File: src/rtl/ham8b_pkg.sv
// ham8b_pkg
// Shared definitions for the Hamming(12,8) transmitter and corrector.
//   - bit positions of P1..P4 and D1..D8 within the 12-bit codeword
//     (codeword position p sits at COD[12-p], position 1 is the MSB)
//   - the four even-parity equations
//   - transmitter state encoding
package ham8b_pkg;

    localparam int COD_W  = 12;

    localparam int POS_P1 = 11;
    localparam int POS_P2 = 10;
    localparam int POS_D1 = 9;
    localparam int POS_P3 = 8;
    localparam int POS_D2 = 7;
    localparam int POS_D3 = 6;
    localparam int POS_D4 = 5;
    localparam int POS_P4 = 4;
    localparam int POS_D5 = 3;
    localparam int POS_D6 = 2;
    localparam int POS_D7 = 1;
    localparam int POS_D8 = 0;

    typedef enum logic [1:0] {
        ST_IDLE  = 2'd0,
        ST_START = 2'd1,
        ST_SHIFT = 2'd2,
        ST_STOP  = 2'd3
    } tx_state_t;

    // Returns {P1, P2, P3, P4} for a data byte where D1 = d[7] ... D8 = d[0].
    function automatic logic [3:0] ham8b_parity(input logic [7:0] d);
        logic d1, d2, d3, d4, d5, d6, d7, d8;
        d1 = d[7];
        d2 = d[6];
        d3 = d[5];
        d4 = d[4];
        d5 = d[3];
        d6 = d[2];
        d7 = d[1];
        d8 = d[0];
        return {d1 ^ d2 ^ d4 ^ d5 ^ d7,
                d1 ^ d3 ^ d4 ^ d6 ^ d7,
                d2 ^ d3 ^ d4 ^ d8,
                d5 ^ d6 ^ d7 ^ d8};
    endfunction

endpackage

File: src/rtl/ham8b_encoder.sv
// ham8b_encoder
// Purely combinational Hamming(12,8) encoder.
// Ports:
//   DATA [7:0]  in   data byte, D1 = DATA[7] ... D8 = DATA[0]
//   CODE [11:0] out  codeword P1 P2 D1 P3 D2 D3 D4 P4 D5 D6 D7 D8 (MSB first)
module ham8b_encoder (
    input  logic [7:0]  DATA,
    output logic [11:0] CODE
);
    import ham8b_pkg::*;

    logic [3:0] par;

    always_comb begin
        par          = ham8b_parity(DATA);
        CODE         = '0;
        CODE[POS_P1] = par[3];
        CODE[POS_P2] = par[2];
        CODE[POS_P3] = par[1];
        CODE[POS_P4] = par[0];
        CODE[POS_D1] = DATA[7];
        CODE[POS_D2] = DATA[6];
        CODE[POS_D3] = DATA[5];
        CODE[POS_D4] = DATA[4];
        CODE[POS_D5] = DATA[3];
        CODE[POS_D6] = DATA[2];
        CODE[POS_D7] = DATA[1];
        CODE[POS_D8] = DATA[0];
    end

endmodule

File: src/rtl/ham8b_serial_tx.sv
// ham8b_serial_tx
// Serial transmitter for Hamming(12,8) codewords with optional single-bit
// error injection. A frame is START(0), 12 codeword bits (position 1 first),
// STOP(1), each bit lasting CLKS_PER_BIT cycles.
// Ports:
//   clk         in   clock, rising edge
//   rst_n       in   asynchronous active-low reset
//   DATA [7:0]  in   byte to send
//   DATA_VALID  in   DATA/ERR_POS valid
//   DATA_READY  out  transmitter idle, byte accepted on DATA_VALID
//   ERR_POS [3:0] in codeword position 1..12 to invert, other values: none
//   TX          out  serial line, idles high
//   TX_ACTIVE   out  high for the whole frame
//   COD [11:0]  out  codeword as transmitted (including injected flip)
//   DONE        out  one-cycle pulse in the last cycle of the stop bit
//
// state    | meaning
// ---------+-----------------------------------------------
// ST_IDLE  | line high, waiting for a byte
// ST_START | start bit (TX=0)
// ST_SHIFT | codeword bit idx on the line, COD[11-idx]
// ST_STOP  | stop bit (TX=1), DONE in its final cycle
module ham8b_serial_tx #(
    parameter int CLKS_PER_BIT = 4
) (
    input  logic        clk,
    input  logic        rst_n,
    input  logic [7:0]  DATA,
    input  logic        DATA_VALID,
    output logic        DATA_READY,
    input  logic [3:0]  ERR_POS,
    output logic        TX,
    output logic        TX_ACTIVE,
    output logic [11:0] COD,
    output logic        DONE
);
    import ham8b_pkg::*;

    localparam logic [7:0] CNT_LAST = 8'(CLKS_PER_BIT - 1);
    localparam logic [3:0] IDX_LAST = 4'd11;

    tx_state_t   state;
    logic [7:0]  cnt;
    logic [3:0]  idx;
    logic [11:0] enc_code;
    logic [11:0] err_mask;
    logic        xfer;

    ham8b_encoder u_enc (
        .DATA (DATA),
        .CODE (enc_code)
    );

    // Position p lives at COD[12-p], so position 1 is 12'h800.
    always_comb begin
        err_mask = '0;
        if (ERR_POS >= 4'd1 && ERR_POS <= 4'd12)
            err_mask = 12'h800 >> (ERR_POS - 4'd1);
    end

    assign DATA_READY = (state == ST_IDLE);
    assign xfer       = DATA_VALID && DATA_READY;

    // TX/TX_ACTIVE/DONE are loaded with the value they must hold in the
    // state being entered, so they line up with the state register.
    always_ff @(posedge clk or negedge rst_n) begin
        if (!rst_n) begin
            state     <= ST_IDLE;
            cnt       <= '0;
            idx       <= '0;
            TX        <= 1'b1;
            TX_ACTIVE <= 1'b0;
            DONE      <= 1'b0;
            COD       <= '0;
        end else begin
            DONE <= 1'b0;
            case (state)
                ST_IDLE: begin
                    if (xfer) begin
                        state     <= ST_START;
                        cnt       <= '0;
                        COD       <= enc_code ^ err_mask;
                        TX        <= 1'b0;
                        TX_ACTIVE <= 1'b1;
                    end
                end
                ST_START: begin
                    if (cnt == CNT_LAST) begin
                        cnt   <= '0;
                        idx   <= '0;
                        state <= ST_SHIFT;
                        TX    <= COD[11];
                    end else begin
                        cnt <= cnt + 8'd1;
                    end
                end
                ST_SHIFT: begin
                    if (cnt == CNT_LAST) begin
                        cnt <= '0;
                        if (idx == IDX_LAST) begin
                            state <= ST_STOP;
                            TX    <= 1'b1;
                            // a one-cycle stop bit is its own final cycle
                            DONE  <= (CNT_LAST == 8'd0);
                        end else begin
                            idx <= idx + 4'd1;
                            TX  <= COD[4'd10 - idx];
                        end
                    end else begin
                        cnt <= cnt + 8'd1;
                    end
                end
                ST_STOP: begin
                    if (cnt == CNT_LAST) begin
                        cnt       <= '0;
                        state     <= ST_IDLE;
                        TX_ACTIVE <= 1'b0;
                    end else begin
                        cnt  <= cnt + 8'd1;
                        DONE <= (cnt + 8'd1 == CNT_LAST);
                    end
                end
                default: state <= ST_IDLE;
            endcase
        end
    end

endmodule

File: config.mk
export PLATFORM = sky130hd
export DESIGN_NAME = ham8b_serial_tx
export DESIGN_NICKNAME = d
export VERILOG_FILES = /design/src/rtl/ham8b_pkg.sv /design/src/rtl/ham8b_encoder.sv /design/src/rtl/ham8b_serial_tx.sv
export SDC_FILE = /design/constraint.sdc
export NUM_CORES = 1
export LEC_CHECK = 0
export CAP_MARGIN = 0
export CORE_UTILIZATION = 25
export DETAILED_ROUTE_END_ITERATION = 16
export PLACE_DENSITY = 0.49
export SKIP_CTS_REPAIR_TIMING = 1
export SLEW_MARGIN = 20
export SYNTH_ARGS = -nofsm -noshare
export SYNTH_HDL_FRONTEND = slang
export SYNTH_SLANG_ARGS = --single-unit
File: constraint.sdc
create_clock -name clk -period 1.7 [get_ports clk]
set_input_delay 0.34 -clock clk [delete_from_list [all_inputs] [get_ports clk]]
set_output_delay 0.34 -clock clk [all_outputs]
set_load 0.05 [all_outputs]
# Word level (Yosys, flattened, before mapping)
# Cells that the tools add are included.
# totals
reg_bits	29
inputBits	15
output_inout_bits	16
word_cells	80
# op_classes
add_sub_neg	4
magnitude_cmp	3
eq_ne	12
shift	1
mux	26
bitwise	15
n_reduce_logical	12
# op_table
operator	n
== test 8 x 2 -> 1 bit, second input constant	2
two-way mux 8 bit	2
case mux 8 bit (2 select lines)	1
XOR 1 bit	14
two-way mux 12 bit	1
two-way mux 4 bit	3
>> shifter 12 x 4 -> 12 bit, first input constant	1
XOR 12 bit	1
two-way mux 2 bit	5
inequality test 2 bit, second input constant	5
two-way mux 1 bit	9
adder 8 x 1 -> 8 bit, second input constant	1
case mux 2 bit (4 select lines)	1
case mux 4 bit (2 select lines)	1
AND reduction 4 bit	2
< comparator 4 x 5 -> 1 bit, second input constant	1
AND reduction 5 bit	1
adder 4 x 1 -> 4 bit, second input constant	1
binary-select mux 1 bit (select 4 bit)	1
== test 2 bit, second input constant	2
== test 4 bit, second input constant	1
>= comparator 4 x 1 -> 1 bit, second input constant	1
less-or-equal comparator 4 bit, second input constant	1
nonzero test 2 bit	2
other kinds (12)	13

# Logic depth before layout (Yosys ltp)
# depth
ltp_word	6
ltp_mapped	9

# Cells and area by module
# From an unflattened synthesis, not the netlist that was laid out.
# unflattened
cells_unflattened	219
area_unflattened_um2	2049.5
# by_module_without_submodules
module	n_inst	cells_each	area_per_inst_um2	seq_area_each_um2
ham8b_serial_tx	1	201	1865.5	726.9
ham8b_encoder	1	18	183.9	0.0

# Worst setup path before layout
# No wires, ideal clock.
# synth_path
path_type	register to register
start	register state[0]
end	register cnt[5]
arrival_ps	1939
path_slack_ps	-349
stages_incl_launch_ff	10
n_path_buf	2
synth_period_minus_slack_ps	2049
path_cell_list	dfrtp_1 inv_1 ha_1 nor2b_1 buf_2 a211o_2 buf_6 o21ai_0 nand2_1 o41ai_1
# synth_between
elab_chain_len	3
elab_cells_between_ends	8
cone_classes	4 x eq/ne; 1 x mux; 3 x reduce/logical
# synth_rtl
element	line	text
start: declaration	ham8b_serial_tx.sv:42	tx_state_t state;
start signal: assignment	ham8b_serial_tx.sv:68	state <= ST_IDLE;
start signal: assignment	ham8b_serial_tx.sv:80	state <= ST_START;
start signal: assignment	ham8b_serial_tx.sv:91	state <= ST_SHIFT;
logical NOT 2 bit *	ham8b_serial_tx.sv:61	assign DATA_READY = (state == ST_IDLE);
net DATA_READY	ham8b_serial_tx.sv:30	output logic DATA_READY,
logical AND 1 bit	ham8b_serial_tx.sv:62	assign xfer = DATA_VALID && DATA_READY;
inequality test 2 x 1 -> 1 bit (no source line)	-	
end signal: assignment	ham8b_serial_tx.sv:94	cnt <= cnt + 8'd1;
end signal: assignment	ham8b_serial_tx.sv:110	cnt <= cnt + 8'd1;
end signal: assignment	ham8b_serial_tx.sv:119	cnt <= cnt + 8'd1;
end: declaration	ham8b_serial_tx.sv:43	logic [7:0] cnt;
# The timed path passes the listed nets; every way through them passes the cells marked *.
# A chain may end at the register's enable or synchronous reset.

# Worst setup path in the final report
# layout_path
start	register idx[0]
end	register TX
# layout_between
elab_chain_len	6
elab_cells_between_ends	7
cone_classes	1 x add/sub; 1 x eq/ne; 5 x mux
# layout_rtl
element	line	text
start: declaration	ham8b_serial_tx.sv:44	logic [3:0] idx;
start signal: assignment	ham8b_serial_tx.sv:106	idx <= idx + 4'd1;
subtractor 4 bit	ham8b_serial_tx.sv:107	TX <= COD[4'd10 - idx];
binary-select mux 1 bit (select 4 bit)	ham8b_serial_tx.sv:107	
two-way mux 1 bit (not written as such)	ham8b_serial_tx.sv:107	
two-way mux 1 bit *	ham8b_serial_tx.sv:100	if (idx == IDX_LAST) begin
two-way mux 1 bit *	ham8b_serial_tx.sv:98	if (cnt == CNT_LAST) begin
case mux 1 bit (3 select lines) *	ham8b_serial_tx.sv:77	case (state)
end signal: assignment	ham8b_serial_tx.sv:92	TX <= COD[11];
end signal: assignment	ham8b_serial_tx.sv:107	
end: declaration	ham8b_serial_tx.sv:32	output logic TX,
# Every way passes the cells marked *; elsewhere a longest branch is shown, timed or not. The select of a mux whose other input is x is not followed.

==> results by stage <==
Run status:
- The run finished with clean final reports.

Synthesis:
- The number of synthesis warnings is 0.
- The mapped cell area is 1920 um^2.
- The net count after synthesis is 232.
- Summing the sequential cell areas from Yosys gives 37.9% of the chip area.
- The post-synthesis instance total is 209.
- Among all flip-flop cells after synthesis, the most frequent one is sky130_fd_sc_hd__dfrtp_1.
- The number of enable-type register cells in the synthesized netlist is 0.
- Averaged over all synthesized cells, the footprint is 9.19 um^2.
- Counting flops with an async set or reset pin after synthesis yields a share of 100%.
- The flip-flop and latch count after synthesis is 29.
- The number of library cell types mapped by synthesis is 40.

Setup path:
- The number of buffers and inverters on the critical path is 0.
- The maximum fanout encountered on the critical timing path is 5.
- In this design, the stage delay of the slowest critical-path cell is 0.47 ns.
- The critical path is of the flip-flop to flip-flop type.
- The worst path arrival time is 1.85 ns.
- STA classifies the critical path startpoint as a flip-flop.
- Walking the worst path, the cells encountered are ha_4 -> mux4_1 -> mux2_2 -> a21oi_2 -> o22ai_1.
- For this design, the slowest cell found on the critical path is sky130_fd_sc_hd__dfrtp_2.
- The capturing element type of the critical path is a flip-flop.
- Grouping stages by cell kind, the critical path spends the most delay in multiplexers.
- Data on the critical path is required at its endpoint by 1.91 ns.

Timing:
- The count of final max-slew check failures is 0.
- The final hold violation count is 0.
- Timing would allow up to 610 MHz.
- The normalized max-slew margin is 75.0%.
- Final hold analysis gives a worst-case slack of 0.417 ns.
- Setup repair after global routing could not meet its margin everywhere.
- The final worst clock skew is 0.00741 ns.
- The final period utilization is 96.4%.
- The clock period minus worst slack is 1.64 ns.
- The number of endpoints failing setup at the final stage is 0.
- At the pin with the least slew margin, the transition time is 0.373 ns.

Flow run:
- The count of maximum capacitance violations is 0.

Placement:
- The placer's final routability congestion estimate is 0.812.
- The total of buffers placed on input and output ports is 30.
- Detailed placement finished with a half-perimeter wire length of 3460 um.

Floorplanning:
- The core region is 7330 um^2.
- The die is 89.7 um tall.
- The initial core utilization is 26.2%.
- The number of rows created at floorplan is 31.
- In this run the count of I/O pins placed on the die edge is 31.
- The die area is 8040 um^2.
- The die width is 89.7 um.

Clocking:
- Clock-pin slew was measured on the worst setup and hold paths at 0.07 ns.
- The later pin in the worst-skew pair is clocked with a latency of 0.28 ns.
- The count of clock tree sinks is 29.
- The clock buffer count from CTS is 5.
- Counting along the longest clock path gives a buffer depth of 2.
- The cell sitting at the root of the clock tree is a sky130_fd_sc_hd__clkbuf_8.
- TritonCTS built the clock tree.
- The H-tree depth is 2.

Pwr:
- Summing internal, switching and leakage power gives 1430 uW.
- The total leakage power is 0.00118 uW.
- The areal power density over the cells is 514 nW/um^2.
- The worst-case IR drop observed on VDD is 258 uV.

Min path:
- The worst min-delay path category is primary input to asynchronous set/reset pin.

Route:
- Using the TritonRoute via totals, the vias-per-cell ratio works out to 4.54.
- The first detailed-routing pass took 4 iterations.
- In this run, the number of DRC markers left after iteration 0 of detailed routing was 53.
- The post-detailed-route count of antenna-violating nets is 0.
- Dividing the detail-routed wire length by the instance count gives 12.6 um.
- The detailed-route via count is 1717.
- The DRC violation count after routing is 0.
- The post-detailed-routing wire length is 4750 um.

Cells and area:
- The count of nets after finishing is 301.
- The antenna diode count is 0.
- The fraction of layout instances using a drive strength above 1 is 31.9%.
- At the end of the flow the core is filled with cells to 38.1%.
- Relative to the synthesized area, the layout overhead comes to 45.5%.

Global routing:
- The number of antenna violations at the first check in global routing is 0.
- The remaining global-route overflow is 0.
- Global routing used 12.7% of the available tracks across all layers.
- The number of global-route vias before repair is 1662.
- The maximum number of pins on one net before global-route repair is 30.
- The first global-routing pass estimated 7760 um of wire.
-- Yosys cell counts (2+ instances only) --
library cell / n / share of area [%]
sky130_fd_sc_hd__buf_6: 2 / 1.2
sky130_fd_sc_hd__buf_2: 2 / 0.52
sky130_fd_sc_hd__o21ai_0: 28 / 7.3
sky130_fd_sc_hd__clkbuf_1: 3 / 0.59
sky130_fd_sc_hd__a21oi_1: 4 / 1.0
sky130_fd_sc_hd__nor2b_1: 3 / 0.98
sky130_fd_sc_hd__ha_1: 8 / 5.2
sky130_fd_sc_hd__nor2_1: 16 / 3.1
sky130_fd_sc_hd__dfrtp_1: 28 / 36
sky130_fd_sc_hd__nand3_1: 9 / 2.3
sky130_fd_sc_hd__mux2_2: 2 / 1.2
sky130_fd_sc_hd__nand2_1: 26 / 5.1
sky130_fd_sc_hd__o31ai_1: 5 / 2.0
sky130_fd_sc_hd__xnor2_1: 22 / 10
sky130_fd_sc_hd__inv_1: 6 / 1.2
sky130_fd_sc_hd__nand2b_1: 6 / 2.0
sky130_fd_sc_hd__mux4_1: 3 / 4.1
sky130_fd_sc_hd__nor3_1: 9 / 2.3
sky130_fd_sc_hd__xor2_1: 4 / 1.8
sky130_fd_sc_hd__a22oi_1: 3 / 1.2
-- cell families (layout without fill, tap and decap cells) --
kind of cell               count (synthesis)  count (layout)  share of synthesized area, %
buffers and inverters                     13              82                          3.45
AOI/OAI and AO/OA                         51              52                          16.1
xor gates and xnor gates                  26              26                          11.9
muxes                                      6               6                          5.80
and+or+nand+nor                           76              76                          19.7
DFF                                       29              29                          37.9
adders and majority gates                  8               8                          5.21
-- metrics by stage --
| step | setup slack [ns] | instance area [um^2] | setup TNS, ns | std cells |
|---|---|---|---|---|
| after floorplan | -0.0236 | 1940 | -0.0236 | 209 |
| after global placement | -0.0569 | 2570 | -0.116 | 364 |
| after CTS | -0.0665 | 2650 | -0.192 | 372 |
| after detailed placement | -0.0568 | 2570 | -0.204 | 364 |
| after global routing | -0.0229 | 2790 | -0.0631 | 378 |
| final | 0.0615 | 2790 | 0 | 378 |
-- worst paths after layout --
path / cells after the start / endpoint / slack (ns) / startpoint
setup reg to reg: 5 / TX / 0.06 / idx[0]
hold reg to reg: 2 / COD[1] / 0.51 / COD[1]
min in group clk: 2 / COD[1] / 0.51 / COD[1]
setup / recovery: 5 / TX / 0.06 / idx[0]
max in group asynchronous: 2 / TX / 1.05 / rst_n
hold / removal: 2 / DONE / 0.42 / rst_n
-- power by group --
part | switching (uW) | total, uW | leakage [uW] | internal (uW)
clock | 276 | 559 | 0.0000450 | 283
combinational | 78.7 | 186 | 0.000758 | 107
sequential | 0 | 690 | 0.000376 | 690
total | 355 | 1430 | 0.00118 | 1080
-- layer usage --
metal | share of wire [%] | global-route usage, % | wire, um | vias up
li1 | - | - | - | 879
met5 | 0 | 0 | 0 | -
met4 | 0.90 | 3.90 | 43 | 0
met3 | 2.9 | 2.93 | 138 | 4
met1 | 47 | 16.2 | 2220 | 804
met2 | 49 | 21.3 | 2350 | 30
-- final cells by class --
class | count | area (um^2)
fillers | 737 | 4540
multi-input cells | 168 | 1250
well taps | 99 | 124
repair buffers | 68 | 583
flip-flops and latches | 29 | 728
inverters | 6 | 22.5
clock buffers | 6 | 72.6
clock inverters | 2 | 10.0
-- sequential cells by signal, summed over array words and instances (netlist names) --
register	flops
COD	12
cnt	8
DONE	1
TX_ACTIVE	1
idx	4
state	2
TX	1
-- placed cells by master (no fill, tap or decap), types with 4 or more instances in the layout --
| cell type | netlist | layout |
|---|---|---|
| sky130_fd_sc_hd__buf_4 | 0 | 51 |
| sky130_fd_sc_hd__dfrtp_1 | 28 | 27 |
| sky130_fd_sc_hd__nand2_1 | 26 | 26 |
| sky130_fd_sc_hd__o21ai_0 | 28 | 25 |
| sky130_fd_sc_hd__xnor2_1 | 22 | 22 |
| sky130_fd_sc_hd__nor2_1 | 16 | 15 |
| sky130_fd_sc_hd__clkdlybuf4s50_1 | 0 | 14 |
| sky130_fd_sc_hd__nand3_1 | 9 | 9 |
| sky130_fd_sc_hd__nor3_1 | 9 | 7 |
| sky130_fd_sc_hd__nand2b_1 | 6 | 6 |
| sky130_fd_sc_hd__clkbuf_8 | 0 | 5 |
| sky130_fd_sc_hd__inv_1 | 6 | 4 |
| sky130_fd_sc_hd__xor2_1 | 4 | 4 |
| sky130_fd_sc_hd__o21ai_1 | 1 | 4 |
| sky130_fd_sc_hd__ha_1 | 8 | 4 |
(Power assumes the default switching activity.)
